==> config.mk <==
export PLATFORM = sky130hd
export DESIGN_NAME = vga_timing_gen
export DESIGN_NICKNAME = d
export VERILOG_FILES = /design/src/rtl/vga_timing_gen.sv
export SDC_FILE = /design/constraint.sdc
export NUM_CORES = 1
export LEC_CHECK = 0
export BUFFER_PORTS_ARGS = -buffer_cell sky130_fd_sc_hd__buf_4
export CORE_UTILIZATION = 54
export CTS_CLUSTER_DIAMETER = 60
export DETAILED_ROUTE_END_ITERATION = 10
export GPL_TIMING_DRIVEN = 0
export PLACE_DENSITY = 0.79
export SYNTH_ARGS = -nofsm -noshare
export SYNTH_HDL_FRONTEND = slang
export SYNTH_SLANG_ARGS = --single-unit
==> constraint.sdc <==
create_clock -name Clock -period 3.4 [get_ports Clock]
set_clock_uncertainty 0.1 [all_clocks]
set_input_delay 0.51 -clock Clock [delete_from_list [all_inputs] [get_ports Clock]]
set_output_delay 0.51 -clock Clock [all_outputs]
set_load 0.02 [all_outputs]
==> src/rtl/vga_timing_gen.sv <==
// vga_timing_gen
// Parametrised VGA raster timing generator.
// A clock divider produces one pixel tick every CLK_DIV clocks. On each tick
// edge the display position (oCol, oRow) and a fetch position that leads it by
// LOOKAHEAD ticks both advance through the H_TOTAL x V_TOTAL raster. All
// outputs are registered and derived from the next-state counters, so they
// change on the same edge as the counters.
//
// Ports:
//   Clock                      system clock
//   Reset                      asynchronous active-high reset
//   iEnable                    run; low loads the reset state on the next edge
//   iRgb[11:0]                 {R,G,B} for the position fetched LOOKAHEAD ticks earlier
//   oVgaRed/Green/Blue[3:0]    registered colour, zero outside the visible area
//   oVgaHsync / oVgaVsync      sync pulses, active level H_POL / V_POL
//   oActive                    display position inside the visible area
//   oPixelTick                 one-clock strobe per pixel
//   oCol / oRow [CW-1:0]       display position
//   oFetch                     fetch position inside the visible area
//   oFetchCol / oFetchRow      fetch position
//   oLineStart / oFrameStart   one-clock pulses entering column 0 / position (0,0)
module vga_timing_gen #(
   parameter int H_ACTIVE  = 640,
   parameter int H_FP      = 16,
   parameter int H_SYNC    = 96,
   parameter int H_BP      = 48,
   parameter int V_ACTIVE  = 480,
   parameter int V_FP      = 10,
   parameter int V_SYNC    = 2,
   parameter int V_BP      = 33,
   parameter int H_POL     = 0,
   parameter int V_POL     = 0,
   parameter int CLK_DIV   = 1,
   parameter int LOOKAHEAD = 2,
   parameter int CW        = 12
) (
   input  logic          Clock,
   input  logic          Reset,
   input  logic          iEnable,
   input  logic [11:0]   iRgb,
   output logic [3:0]    oVgaRed,
   output logic [3:0]    oVgaGreen,
   output logic [3:0]    oVgaBlue,
   output logic          oVgaHsync,
   output logic          oVgaVsync,
   output logic          oActive,
   output logic          oPixelTick,
   output logic [CW-1:0] oCol,
   output logic [CW-1:0] oRow,
   output logic          oFetch,
   output logic [CW-1:0] oFetchCol,
   output logic [CW-1:0] oFetchRow,
   output logic          oLineStart,
   output logic          oFrameStart
);

   localparam int H_TOTAL = H_ACTIVE + H_FP + H_SYNC + H_BP;
   localparam int V_TOTAL = V_ACTIVE + V_FP + V_SYNC + V_BP;
   localparam int DW      = (CLK_DIV > 1) ? $clog2(CLK_DIV) : 1;

   localparam logic [DW-1:0] DIV_MAX = DW'(CLK_DIV - 1);
   localparam logic [DW-1:0] DIV_ONE = DW'(1);
   localparam logic [CW-1:0] CW_ONE  = CW'(1);
   localparam logic [CW-1:0] H_LAST  = CW'(H_TOTAL - 1);
   localparam logic [CW-1:0] V_LAST  = CW'(V_TOTAL - 1);
   localparam logic [CW-1:0] H_VIS   = CW'(H_ACTIVE);
   localparam logic [CW-1:0] V_VIS   = CW'(V_ACTIVE);
   localparam logic [CW-1:0] HS_FIRST = CW'(H_ACTIVE + H_FP);
   localparam logic [CW-1:0] HS_LAST  = CW'(H_ACTIVE + H_FP + H_SYNC - 1);
   localparam logic [CW-1:0] VS_FIRST = CW'(V_ACTIVE + V_FP);
   localparam logic [CW-1:0] VS_LAST  = CW'(V_ACTIVE + V_FP + V_SYNC - 1);
   localparam logic [CW-1:0] FCOL_RST = CW'(LOOKAHEAD);
   localparam logic HS_ON = (H_POL != 0) ? 1'b1 : 1'b0;
   localparam logic VS_ON = (V_POL != 0) ? 1'b1 : 1'b0;

   // Raster counter step with wrap at the last position.
   function automatic logic [CW-1:0] step(input logic [CW-1:0] v, input logic [CW-1:0] last);
      logic [CW-1:0] r;
      if (v == last) begin
         r = '0;
      end else begin
         r = v + CW_ONE;
      end
      return r;
   endfunction

   // Inclusive range test used for both sync windows.
   function automatic logic in_span(input logic [CW-1:0] v, input logic [CW-1:0] first,
                                    input logic [CW-1:0] last);
      return (v >= first) && (v <= last);
   endfunction

   logic [DW-1:0] div_q, div_d;
   logic [CW-1:0] col_q, col_d, row_q, row_d;
   logic [CW-1:0] fcol_q, fcol_d, frow_q, frow_d;
   logic [11:0]   rgb_q, rgb_d;
   logic          hsync_q, hsync_d, vsync_q, vsync_d;
   logic          active_q, active_d, fetch_q, fetch_d;
   logic          tick_q, tick_d;
   logic          line_start_q, line_start_d, frame_start_q, frame_start_d;
   logic          tick_edge;

   // Next-state counters and the registered outputs derived from them.
   always_comb begin
      tick_edge     = (div_q == DIV_MAX);
      div_d         = div_q;
      col_d         = col_q;
      row_d         = row_q;
      fcol_d        = fcol_q;
      frow_d        = frow_q;
      rgb_d         = rgb_q;
      hsync_d       = hsync_q;
      vsync_d       = vsync_q;
      active_d      = active_q;
      fetch_d       = fetch_q;
      tick_d        = tick_q;
      line_start_d  = 1'b0;
      frame_start_d = 1'b0;
      if (!iEnable) begin
         // Synchronous restart: same values as the asynchronous reset.
         div_d    = '0;
         col_d    = '0;
         row_d    = '0;
         fcol_d   = FCOL_RST;
         frow_d   = '0;
         rgb_d    = 12'h000;
         hsync_d  = ~HS_ON;
         vsync_d  = ~VS_ON;
         active_d = 1'b1;
         fetch_d  = 1'b1;
         tick_d   = 1'b0;
      end else begin
         if (tick_edge) begin
            div_d  = '0;
            col_d  = step(col_q, H_LAST);
            fcol_d = step(fcol_q, H_LAST);
            if (col_q == H_LAST) begin
               row_d = step(row_q, V_LAST);
            end else begin
               row_d = row_q;
            end
            if (fcol_q == H_LAST) begin
               frow_d = step(frow_q, V_LAST);
            end else begin
               frow_d = frow_q;
            end
         end else begin
            div_d = div_q + DIV_ONE;
         end
         active_d = (col_d < H_VIS) && (row_d < V_VIS);
         fetch_d  = (fcol_d < H_VIS) && (frow_d < V_VIS);
         hsync_d  = in_span(col_d, HS_FIRST, HS_LAST) ? HS_ON : ~HS_ON;
         vsync_d  = in_span(row_d, VS_FIRST, VS_LAST) ? VS_ON : ~VS_ON;
         tick_d   = (div_d == DIV_MAX);
         // Strobes only on a real tick edge, so a restart into (0,0) stays quiet.
         line_start_d  = tick_edge && (col_d == '0);
         frame_start_d = tick_edge && (col_d == '0) && (row_d == '0);
         if (tick_edge) begin
            rgb_d = active_d ? iRgb : 12'h000;
         end else begin
            rgb_d = rgb_q;
         end
      end
   end

   // State and output registers with asynchronous reset.
   always_ff @(posedge Clock or posedge Reset) begin
      if (Reset) begin
         div_q         <= '0;
         col_q         <= '0;
         row_q         <= '0;
         fcol_q        <= FCOL_RST;
         frow_q        <= '0;
         rgb_q         <= 12'h000;
         hsync_q       <= ~HS_ON;
         vsync_q       <= ~VS_ON;
         active_q      <= 1'b1;
         fetch_q       <= 1'b1;
         tick_q        <= 1'b0;
         line_start_q  <= 1'b0;
         frame_start_q <= 1'b0;
      end else begin
         div_q         <= div_d;
         col_q         <= col_d;
         row_q         <= row_d;
         fcol_q        <= fcol_d;
         frow_q        <= frow_d;
         rgb_q         <= rgb_d;
         hsync_q       <= hsync_d;
         vsync_q       <= vsync_d;
         active_q      <= active_d;
         fetch_q       <= fetch_d;
         tick_q        <= tick_d;
         line_start_q  <= line_start_d;
         frame_start_q <= frame_start_d;
      end
   end

   assign oVgaRed     = rgb_q[11:8];
   assign oVgaGreen   = rgb_q[7:4];
   assign oVgaBlue    = rgb_q[3:0];
   assign oVgaHsync   = hsync_q;
   assign oVgaVsync   = vsync_q;
   assign oActive     = active_q;
   assign oPixelTick  = tick_q;
   assign oCol        = col_q;
   assign oRow        = row_q;
   assign oFetch      = fetch_q;
   assign oFetchCol   = fcol_q;
   assign oFetchRow   = frow_q;
   assign oLineStart  = line_start_q;
   assign oFrameStart = frame_start_q;

endmodule

==> qor.csv <==
stage;metric;value;unit
floorplan;die_area;7130;um2
setup_path;critical_path_class;flop to flop;
drt;highest_layer;met4;
cells_and_area;layout.nets;509;
drt;drcViolationCount;2;
setup_path;cp-start-kind;flop;
drt;dr_total_vias;3459;
sta;period_share;0.915;
cts;cts_htree_levels;3;
placed_design;dp_slack;0.371;ns
run_status;outcome;complete, but fails checks;
cells_and_area;layout-drive-gt1-share;0.246;
yosys;synth_edf_count;0;
drt;drtIter0Drc;257;
yosys;synth_top_area_cell;dfrtp_1;
sta;setup-tns-final;0;ns
flow_run;maxCapViolations;0;
placed_design;dp_hpwl;6480;um
placed_design;gp_congestion;0.904;
global_routing;grt_pass1_vias;3272;
sta;rsz0062_at_grt;false;
sta;hold_viol;0;
power;peakVddDrop;0.237;mV
yosys;synth.net_count;416;
yosys;yosysSeqAreaShare;0.459;
cts;clockBufferDepth;2;
drt;ant_nets;0;
cells_and_area;antenna_cells;0;
sta;worst_pin_slew;0.594;ns
cts;clkTransAtPathRegs;0.08;ns
floorplan;io_pins;82;
floorplan;placementRows;29;
drt;vias_per_cell;6.09;
yosys;synthFlopType;dfrtp_1;
sta;setup_ws;0.289;ns
cts;hold_buffers;0;
yosys;synthCells;393;
setup_path;required;3.53;ns
yosys;synth_cell_types;62;
yosys;syn_area;3670;um2
drt;met2_length;4650;um
setup_path;worstPathArrival;3.24;ns
drt;wirelength;9230;um
yosys;synth.avg_cell_area;9.34;um2
cts;cts_made_buffers;9;
floorplan;fp.dieH;84.4;um
floorplan;core_area;6460;um2
cts;clock_latency;0.35;ns
global_routing;antenna_found_initial;0;
global_routing;grt_usage;0.270;
floorplan;start_util;0.568;
yosys;ys_async_sr_fraction;1.00;
power;power_leakage;0.00213;uW
cts;cts.sinks;67;
global_routing;grt_first_pass_wirelength;15300;um
cells_and_area;nFillCells;490;
yosys;synth_top_area_share;0.423;
cts;cts_resized;0;
run_status;violations;DRC;
yosys;ys_warn_count;0;
hold_path;hold_class;primary input to asynchronous set/reset pin;
sta;max_freq;0.321;GHz
cts;cts_tree;done;
global_routing;overflow;0;
power;powerDensity;365;nW/um2
yosys;netlist_top_cells_area;dfrtp_1 (42%), nor2_1 (5.5%), xnor2_1 (4.3%), and3_1 (3.9%), dfstp_2 (3.6%);
drt;routedLengthMet1;3800;um
cts;cts_setup_buffers;0;
drt;drt-wirelength-per-cell;16.3;um
yosys;ys_seq_elements;67;
global_routing;grt_max_degree;43;
placed_design;numPortBuffers;81;
sta;final_max_slew_viol_count;0;
setup_path;worst_setup_path_end_kind;flop;
cells_and_area;area_delta_synth_final;25.6;%
setup_path;path_max_fanout;10;
drt;wl_met3;539;um
cts;cts-root-buf;clkbuf_8;
sta;fin_crit;3.11;ns
sta;setup_violations;0;
floorplan;dieWidth;84.4;um
drt;drtPass1Iterations;7;
sta;slew_headroom;0.604;
-- metrics by stage --
stage           util  hold WS (ns)  area (um2)  cells  power, uW
3_3_place_gp   0.677         0.428        4370    551        957
5_1_grt        0.714         0.183        4610    568       1740
2_1_floorplan      -         0.441        3670    393        904
6_report       0.714         0.128        4610    568       1680
3_5_place_dp   0.680         0.443        4390    552        964
4_1_cts        0.714         0.144        4610    568       1690
-- synth_stat cells (8+ instances only) --
| cell | count |
|---|---|
| and3_1 | 23 |
| nand2_1 | 29 |
| nand4_1 | 15 |
| xnor2_1 | 18 |
| inv_1 | 10 |
| ha_1 | 8 |
| clkbuf_1 | 12 |
| dfrtp_1 | 62 |
| a21oi_1 | 18 |
| and4_1 | 8 |
| o21ai_0 | 9 |
| nor3_1 | 12 |
| nand3_1 | 18 |
| xor2_1 | 14 |
| nor2_1 | 54 |
-- cell type report --
type                    count  area [um2]  area share
multi-input cells         297        1860       0.404
inverters                  11        41.3     0.00896
plain buffers              18        85.1      0.0185
repair buffers             82         628       0.136
clock inverters             7        92.6      0.0201
well taps                  77        96.3      0.0209
flip-flops and latches     67        1680       0.365
clock buffers               9         124      0.0269
-- kinds of logic (layout without fill, tap and decap cells) --
family | Yosys count | after routing | share of synthesized area
flip-flops | 67 | 67 | 0.459
buffers and inverters | 29 | 127 | 0.0344
XOR/XNOR | 32 | 32 | 0.0764
AND/OR/NAND/NOR | 196 | 196 | 0.293
AO/OA/AOI/OAI | 59 | 59 | 0.105
adder cells (fa/ha/maj) | 8 | 8 | 0.0273
multiplexers | 2 | 2 | 0.00546
-- power breakdown --
| part | switching (uW) | total (uW) | internal, uW |
|---|---|---|---|
| Sequential | 14.0 | 827 | 813 |
| Combinational | 72.4 | 120 | 47.5 |
| Clock | 324 | 734 | 410 |
| Total | 411 | 1680 | 1270 |
-- state kept, by name, indices dropped and copies added, names as in the netlist --
signal and cells:
oCol 12, oFetchCol 12, oFetchRow 12, oRow 12, rgb_q 12, oActive 1, oFetch 1, oFrameStart 1
oLineStart 1, oPixelTick 1, oVgaHsync 1, oVgaVsync 1
-- critical path, stage by stage, from the launching register on --
cell      delay, ns
dfrtp_1        0.47
ha_1           0.32
nand4_2        0.21
nor3_2         0.55
clkbuf_1       0.41
nand3_1        0.15
xor2_1         0.27
nand4_1        0.13
nor4b_1        0.38
-- worst paths after layout --
path | start | to | slack [ns] | cells past startpoint
max | oCol[0]$_DFF_PP0_ | oFrameStart$_DFF_PP0_ | 0.29 | 8
min | Reset | oCol[9]$_DFF_PP0_ | 0.13 | 2
max reg2reg | oCol[0]$_DFF_PP0_ | oFrameStart$_DFF_PP0_ | 0.29 | 8
min reg2reg | oFetchCol[0]$_DFF_PP0_ | oFetchCol[0]$_DFF_PP0_ | 0.44 | 1
max in group asynchronous | Reset | oVgaHsync$_DFF_PP1_ | 2.39 | 3
min in group Clock | iEnable | oPixelTick$_DFF_PP0_ | 0.22 | 1
-- metal layers --
metal / vias to the layer above / global-route usage
met1: 1699 / 0.343
met2: 141 / 0.452
met5: - / 0
li1: 1594 / -
met3: 25 / 0.0413
met4: 0 / 0.142
-- layout by cell type, fill, tap and decap left out, drive strengths merged, types with 2 or more instances in the layout --
master,instances
o311ai,2
o22ai,3
and2,7
ha,8
or4b,2
nor4bb,2
o211ai,2
a21oi,18
nor3,15
inv,11
bufinv,2
clkinvlp,3
or3,2
clkbuf,21
nor2,54
a22oi,2
nor4,3
or4,3
clkinv,2
nor3b,3
dfrtp,62
xor2,14
mux2i,2
buf,88
nand3b,2
dfstp,5
nand2,29
o2111ai,2
o31ai,6
and4,8
o21ai,10
nand4,16
nand3,18
and3,24
nand2b,2
o21bai,2
a31oi,3
xnor2,18
Power figures use the tool's default switching activity.
